--- config.mk ---
export PLATFORM = sky130hd
export DESIGN_NAME = iter_sfu
export DESIGN_NICKNAME = d
export VERILOG_FILES = /design/src/rtl/iter_sfu.sv
export SDC_FILE = /design/constraint.sdc
export NUM_CORES = 1
export LEC_CHECK = 0
export ABC_CLOCK_PERIOD_IN_PS = 2110
export BUFFER_PORTS_ARGS = -buffer_cell sky130_fd_sc_hd__buf_2
export CORE_AREA = 3 3 88 90
export DETAILED_ROUTE_END_ITERATION = 6
export DIE_AREA = 0 0 91 93
export PLACE_DENSITY = 0.77
export SLEW_MARGIN = 20
export SYNTH_ARGS = -nofsm -noshare
export SYNTH_HDL_FRONTEND = slang
export SYNTH_SLANG_ARGS = --single-unit
--- constraint.sdc ---
create_clock -name clk -period 2.11 [get_ports clk]
set_clock_uncertainty 0.05 [all_clocks]
set_input_delay 0 -clock clk [delete_from_list [all_inputs] [get_ports clk]]
set_output_delay 0 -clock clk [all_outputs]
set_load 0.01 [all_outputs]
--- src/rtl/iter_sfu.sv ---
// -----------------------------------------------------------------------------
// iter_sfu -- iterative bit-serial shift unit
//
// Performs a 32-bit logical-left, logical-right or arithmetic-right shift one
// bit position per clock. An accepted request takes shamt+2 cycles to finish.
// The result is presented on c together with a one-cycle done pulse.
//
// Ports
//   clk      in   1  rising-edge clock
//   rst_n    in   1  asynchronous active-low reset
//   start    in   1  request, sampled only while idle
//   flush    in   1  synchronous abort of an in-flight operation
//   a        in  32  operand to shift
//   b        in  32  shift amount (only b[4:0] used)
//   control  in   2  00 sll, 01 srl, 11 sra, 10 illegal
//   c        out 32  registered result, changes only when an op completes
//   busy     out  1  operation in flight
//   done     out  1  one-cycle pulse marking c valid
//   err      out  1  with done: the completed op was illegal
// -----------------------------------------------------------------------------
`timescale 1ns/100ps
module iter_sfu (
    input  logic        clk,
    input  logic        rst_n,
    input  logic        start,
    input  logic        flush,
    input  logic [31:0] a,
    input  logic [31:0] b,
    input  logic [1:0]  control,
    output logic [31:0] c,
    output logic        busy,
    output logic        done,
    output logic        err
);

    typedef enum logic [1:0] {
        IDLE  = 2'd0,
        SHIFT = 2'd1,
        FIN   = 2'd2
    } state_t;

    localparam logic [1:0] OP_SLL = 2'b00;
    localparam logic [1:0] OP_SRL = 2'b01;
    localparam logic [1:0] OP_SRA = 2'b11;
    localparam logic [1:0] OP_ILL = 2'b10;

    state_t      state_q, state_d;
    logic [31:0] work_q,  work_d;
    logic [4:0]  count_q, count_d;
    logic [1:0]  op_q,    op_d;
    logic [31:0] c_q,     c_d;
    logic        done_q,  done_d;
    logic        err_q,   err_d;
    logic        busy_q,  busy_d;
    logic [31:0] shifted;

    // One-position shift of the work register for the latched operation.
    always_comb begin
        shifted = work_q;
        case (op_q)
            OP_SLL:  shifted = {work_q[30:0], 1'b0};
            OP_SRL:  shifted = {1'b0, work_q[31:1]};
            OP_SRA:  shifted = {work_q[31], work_q[31:1]};
            default: shifted = work_q;
        endcase
    end

    // Next-state and output logic.
    always_comb begin
        state_d = state_q;
        work_d  = work_q;
        count_d = count_q;
        op_d    = op_q;
        c_d     = c_q;
        done_d  = 1'b0;
        err_d   = 1'b0;

        case (state_q)
            IDLE: begin
                // flush has priority over start even when idle
                if (start && !flush) begin
                    work_d  = a;
                    count_d = b[4:0];
                    op_d    = control;
                    state_d = SHIFT;
                end
            end
            SHIFT: begin
                if (flush) begin
                    state_d = IDLE;
                end else if (op_q == OP_ILL || count_q == 5'd0) begin
                    // Illegal ops skip shifting entirely.
                    state_d = FIN;
                end else begin
                    work_d  = shifted;
                    count_d = count_q - 5'd1;
                end
            end
            FIN: begin
                // start is not looked at here; only IDLE accepts requests.
                state_d = IDLE;
                if (!flush) begin
                    c_d    = (op_q == OP_ILL) ? 32'h0000_0000 : work_q;
                    done_d = 1'b1;
                    err_d  = (op_q == OP_ILL);
                end
            end
            default: state_d = IDLE;
        endcase

        busy_d = (state_d != IDLE);
    end

    always_ff @(posedge clk or negedge rst_n) begin
        if (!rst_n) begin
            state_q <= IDLE;
            work_q  <= 32'h0000_0000;
            count_q <= 5'd0;
            op_q    <= OP_SLL;
            c_q     <= 32'h0000_0000;
            done_q  <= 1'b0;
            err_q   <= 1'b0;
            busy_q  <= 1'b0;
        end else begin
            state_q <= state_d;
            work_q  <= work_d;
            count_q <= count_d;
            op_q    <= op_d;
            c_q     <= c_d;
            done_q  <= done_d;
            err_q   <= err_d;
            busy_q  <= busy_d;
        end
    end

    assign c    = c_q;
    assign done = done_q;
    assign err  = err_q;
    assign busy = busy_q;

endmodule

* After elaboration in Yosys (flattened, before gate mapping)
Index checks and enable logic that the tools add are counted.
** Word-level totals
- Bits in registers :: 76
- Logic and storage cells :: 53
** Cells by class
- Add/sub/neg operators :: 1
- Eq/ne operators :: 11
- Multiplexer cells :: 18
- Bitwise logic cells :: 1
- Reduce and logical (&&, ||, !) cells :: 13
** Operators with widths (number)
- two-way mux 32 bit :: 4
- one-hot mux 32 bit (3 select lines) :: 1
- one-hot mux 32 bit (2 select lines) :: 1
- two-way mux 5 bit :: 3
- one-hot mux 5 bit (2 select lines) :: 1
- != test 2 bit (second input constant) :: 4
- == test 2 bit (second input constant) :: 3
- two-way mux 2 bit :: 3
- AND reduction 6 bit :: 1
- logical NOT 5 bit :: 1
- AND reduction 5 bit :: 1
- subtractor 5 x 1 -> 5 bit (second input constant) :: 1
- == test 2 x 1 -> 1 bit (second input constant) :: 2
- logical NOT 2 bit :: 2
- two-way mux 1 bit :: 4
- != test 4 x 1 -> 1 bit (second input constant) :: 1
- one-hot mux 2 bit (2 select lines) :: 1
- AND reduction 2 bit :: 2
- AND reduction 4 bit :: 1
- nonzero test 2 bit :: 2
- != test 3 x 1 -> 1 bit (second input constant) :: 1
- logical AND 1 bit :: 1
- logical NOT 1 bit :: 1
- logical OR 1 bit :: 1
- NOT 1 bit :: 1

* Longest topological paths before layout
- Word-level depth :: 6
- Depth in mapped cells :: 8
- Depth with buffers taken out :: 6

* Least setup slack after synthesis
OpenSTA, ideal clock, no wires.
- Kind :: reg2reg
- Start :: register count_q[0]
- End :: register count_q[4]
- Setup time :: 0.123 ns
- Arrival time :: 1.657 ns
- Slack :: 0.279 ns
- Stages on the path, launching flop included :: 8
- Path buffers :: 2
- Period minus slack after synthesis :: 1.831 ns
- Path through :: dfrtp_1 -> inv_1 -> ha_1 -> or4b_4 -> a31oi_2 -> buf_4 -> buf_2 -> o21ai_1
** Between the ends
- Cells in the longest elaborated chain, start to end :: 4
- Elaborated cells between the ends (all ways) :: 8
** RTL lines
- from (decl) :: RTL line 49 : logic [4:0] count_q, count_d;
- from (signal assigned) :: RTL line 127 : count_q <= count_d;
- subtractor 5 x 1 -> 5 bit or logical NOT 5 bit (tied branches) :: RTL line 96, 91
- two-way mux 5 bit or logical OR 1 bit (tied branches) :: RTL line 91 : end else if (op_q == OP_ILL || count_q == 5'd0) begin
- two-way mux 5 bit or != test 2 bit (tied branches)
- one-hot mux 5 bit (2 select lines) or AND reduction 4 bit (tied branches)
Parallel ways exist; a longest one is shown, timed or not. The select of a mux whose other input is x is not followed.
A chain may end at the register's enable or synchronous reset.

* Worst setup path after layout
- Start :: register count_q[0]
- End :: register count_q[2]
Same word-level chain as after synthesis.

==> results.yml <==
run_status:
  outcome: "finished, final reports clean"
critical_path:
  worstPathCellList: "inv_1, ha_1, or4b_4, a31oi_4, buf_12, nor2_1, o22a_1"
  cp_slowest_stage_delay_ns: 0.48
  critPathCaptureType: "flip-flop"
  cp.required_ns: 2.29
  worstPathBufferInverterCount: 2
  path_max_fanout: 36
  cp.arrival_ns: 2.19
  cp_top_family: "simple AND/OR/NAND/NOR gates"
  crit_path_top_delay_cell: "or4b_4"
  crit_type: "reg -> reg"
  start_kind: "flip-flop"
layout:
  final_util: 0.666
  design_area_um2: 4750
  area_growth_pct: 31.5
  layout_commonest_cell: "nand2_1"
  diodes: 0
  nNetsFinal: 594
  layout-drive-gt1-share: 0.207
  final_cell_mix: "99 x nand2_1, 76 x buf_2, 75 x dfrtp_1"
die:
  start_util: 0.507
  std_cell_rows: 31
  die_x_um: 91
  core_um2: 7140
  ios: 105
  fp.dieArea_um2: 8460
  dieHeight_um: 93
sta:
  period_share: 0.950
  hold_viol_final: 0
  max_freq_ghz: 0.499
  rsz0062_at_grt: "false"
  setup_tns_ns: 0
  period_minus_slack_ns: 2.01
  relSlewSlack: 0.591
  finalSetupViolCount: 0
  slew_viol_final: 0
  worst_pin_slew_ns: 0.614
drt:
  drt-total-wl_mm: 8.25
  num_vias: 3177
  viasPerCell: 5.08
  drt_iter0_drc: 104
  wl_per_cell_um: 13.2
  dr.pass1.iters: 4
  ant_nets: 0
  drc: 0
clock_tree:
  cts_setup_buffers: 0
  clk_pin_slew_worst_paths_ns: 0.07
  cts_made_buffers: 9
  clockRootBuffer: "clkbuf_8"
  cts_tree: "done"
  cts.htree.levels: 3
  clk_latency_ns: 0.35
  clock_path_buffers: 2
  cts.sinks: 76
grt:
  gr-usage-met3: 0.0282
  first_global_vias: 3067
  grt_usage: 0.203
  met2_usage: 0.349
  antenna_found_initial: 0
  gr-total-overflow: 0
  grt_use_met1: 0.251
  grt_max_degree: 50
  grt_busiest_layer: "met2"
  grt_pass1_wl_mm: 13.9
synthesis:
  synth_nets: 484
  ys_seq_area_frac: 0.526
  synthArstFlopShare: 1.00
  syn_area_um2: 3620
  synthDistinctLibCells: 31
  yosysWarnings: 0
  synth-seq-cells: 76
  synth_flop_cell: "dfrtp_1"
  synth_cells: 412
  syn_avg_cell_area_um2: 8.78
  synth_edf_count: 0
worst_hold_path:
  hold_path.class: "in -> reg"
place:
  portBuffers: 77
  gp_congestion: 0.803
  place_area_um2: 4090
  dpl.hpwl_mm: 5.38
power_and_ir_drop:
  p_leak_uw: 0.00232
  peakVddDrop_mv: 0.571
  power.density_nw_per_um2: 1270
run:
  maxCapViolCount: 0
## registers in the layout (all words and copies together), names as in the netlist
signal	cells
c	32
work_q	32
count_q	5
op_q	2
state_q	2
busy	1
done	1
err	1
## Yosys cell counts, drive strengths merged (2+ instances only)
library cell	count	area [µm²]
dfrtp	76	1900
nand2	100	375
o21ai	71	355
inv	5	18.8
mux2i	30	300
buf	15	86.3
o22a	2	17.5
a31oi	2	18.8
clkbuf	17	63.8
nand2b	2	12.5
nor2	40	150
a21oi	37	185
ha	2	25.0
## per-layer routing
metal / part of all wire / up-vias
li1: - / 1605
met1: 0.45 / 1493
met2: 0.49 / 64
met3: 0.031 / 15
met4: 0.023 / 0
met5: 0 / -
## worst reg2reg max path: cells and delay by family (launching register included)
family / cells / cell delay [ns]
AOI/OAI and AO/OA: 2 / 0.42
adders and majority gates: 1 / 0.16
buffers and inverters: 2 / 0.34
DFF: 1 / 0.38
and+or+nand+nor: 2 / 0.56
## logic make-up after synthesis
family	count (synthesis)	synth area share
AO/OA/AOI/OAI	116	0.168
adder cells (fa/ha/maj)	2	0.00692
buffers and inverters	37	0.0467
flip-flops	76	0.526
multiplexers	30	0.0830
AND/OR/NAND/NOR	151	0.170
## through the flow
step / setup slack (ns) / hold slack, ns / total power [µW] / std cells
after floorplan: 0.279 / -0.346 / 4040 / 412
after CTS: 0.0960 / 0.0291 / 6080 / 626
after detailed placement: 0.108 / 0.0113 / 4780 / 566
after global routing: 0.0202 / 0.0540 / 6530 / 626
after global placement: 0.163 / 0.00551 / 4670 / 566
final: 0.105 / 0.0434 / 6030 / 626
## what timing repair did
item / in CTS / in global routing
hold buffers: 44 / 0
endpoints found under the setup margin: 0 / 1
endpoints found under the hold margin: 87 / 0
resized for setup: 0 / 1
## final timing paths
path	from	endpoint	slack, ns	cells after the start
max in group asynchronous	rst_n	work_q[13]$_DFFE_PN0P_	1.20	3
min in group asynchronous	rst_n	work_q[23]$_DFFE_PN0P_	0.16	2
min reg2reg	c[23]$_DFFE_PN0P_	c[23]$_DFFE_PN0P_	0.42	2
max reg2reg	count_q[0]$_DFFE_PN0P_	count_q[2]$_DFFE_PN0P_	0.10	7
max	count_q[0]$_DFFE_PN0P_	count_q[2]$_DFFE_PN0P_	0.10	7
min	b[2]	count_q[2]$_DFFE_PN0P_	0.04	4
## power breakdown
group / switching (µW) / total (µW) / leakage, µW / internal (µW)
clock network: 521 / 1210 / 0.000113 / 693
registers: 514 / 2630 / 0.000984 / 2110
logic: 1220 / 2190 / 0.00122 / 976
## final cells by class
class,count,area [µm²]
Clock buffer,11,141
Inverter,5,18.8
Tap cell,99,124
Sequential cell,76,1900
Multi-Input combinational cell,299,1560
Timing Repair Buffer,131,928
Fill cell,630,2380
Clock inverter,5,75.1
(Power assumes the default switching activity.)
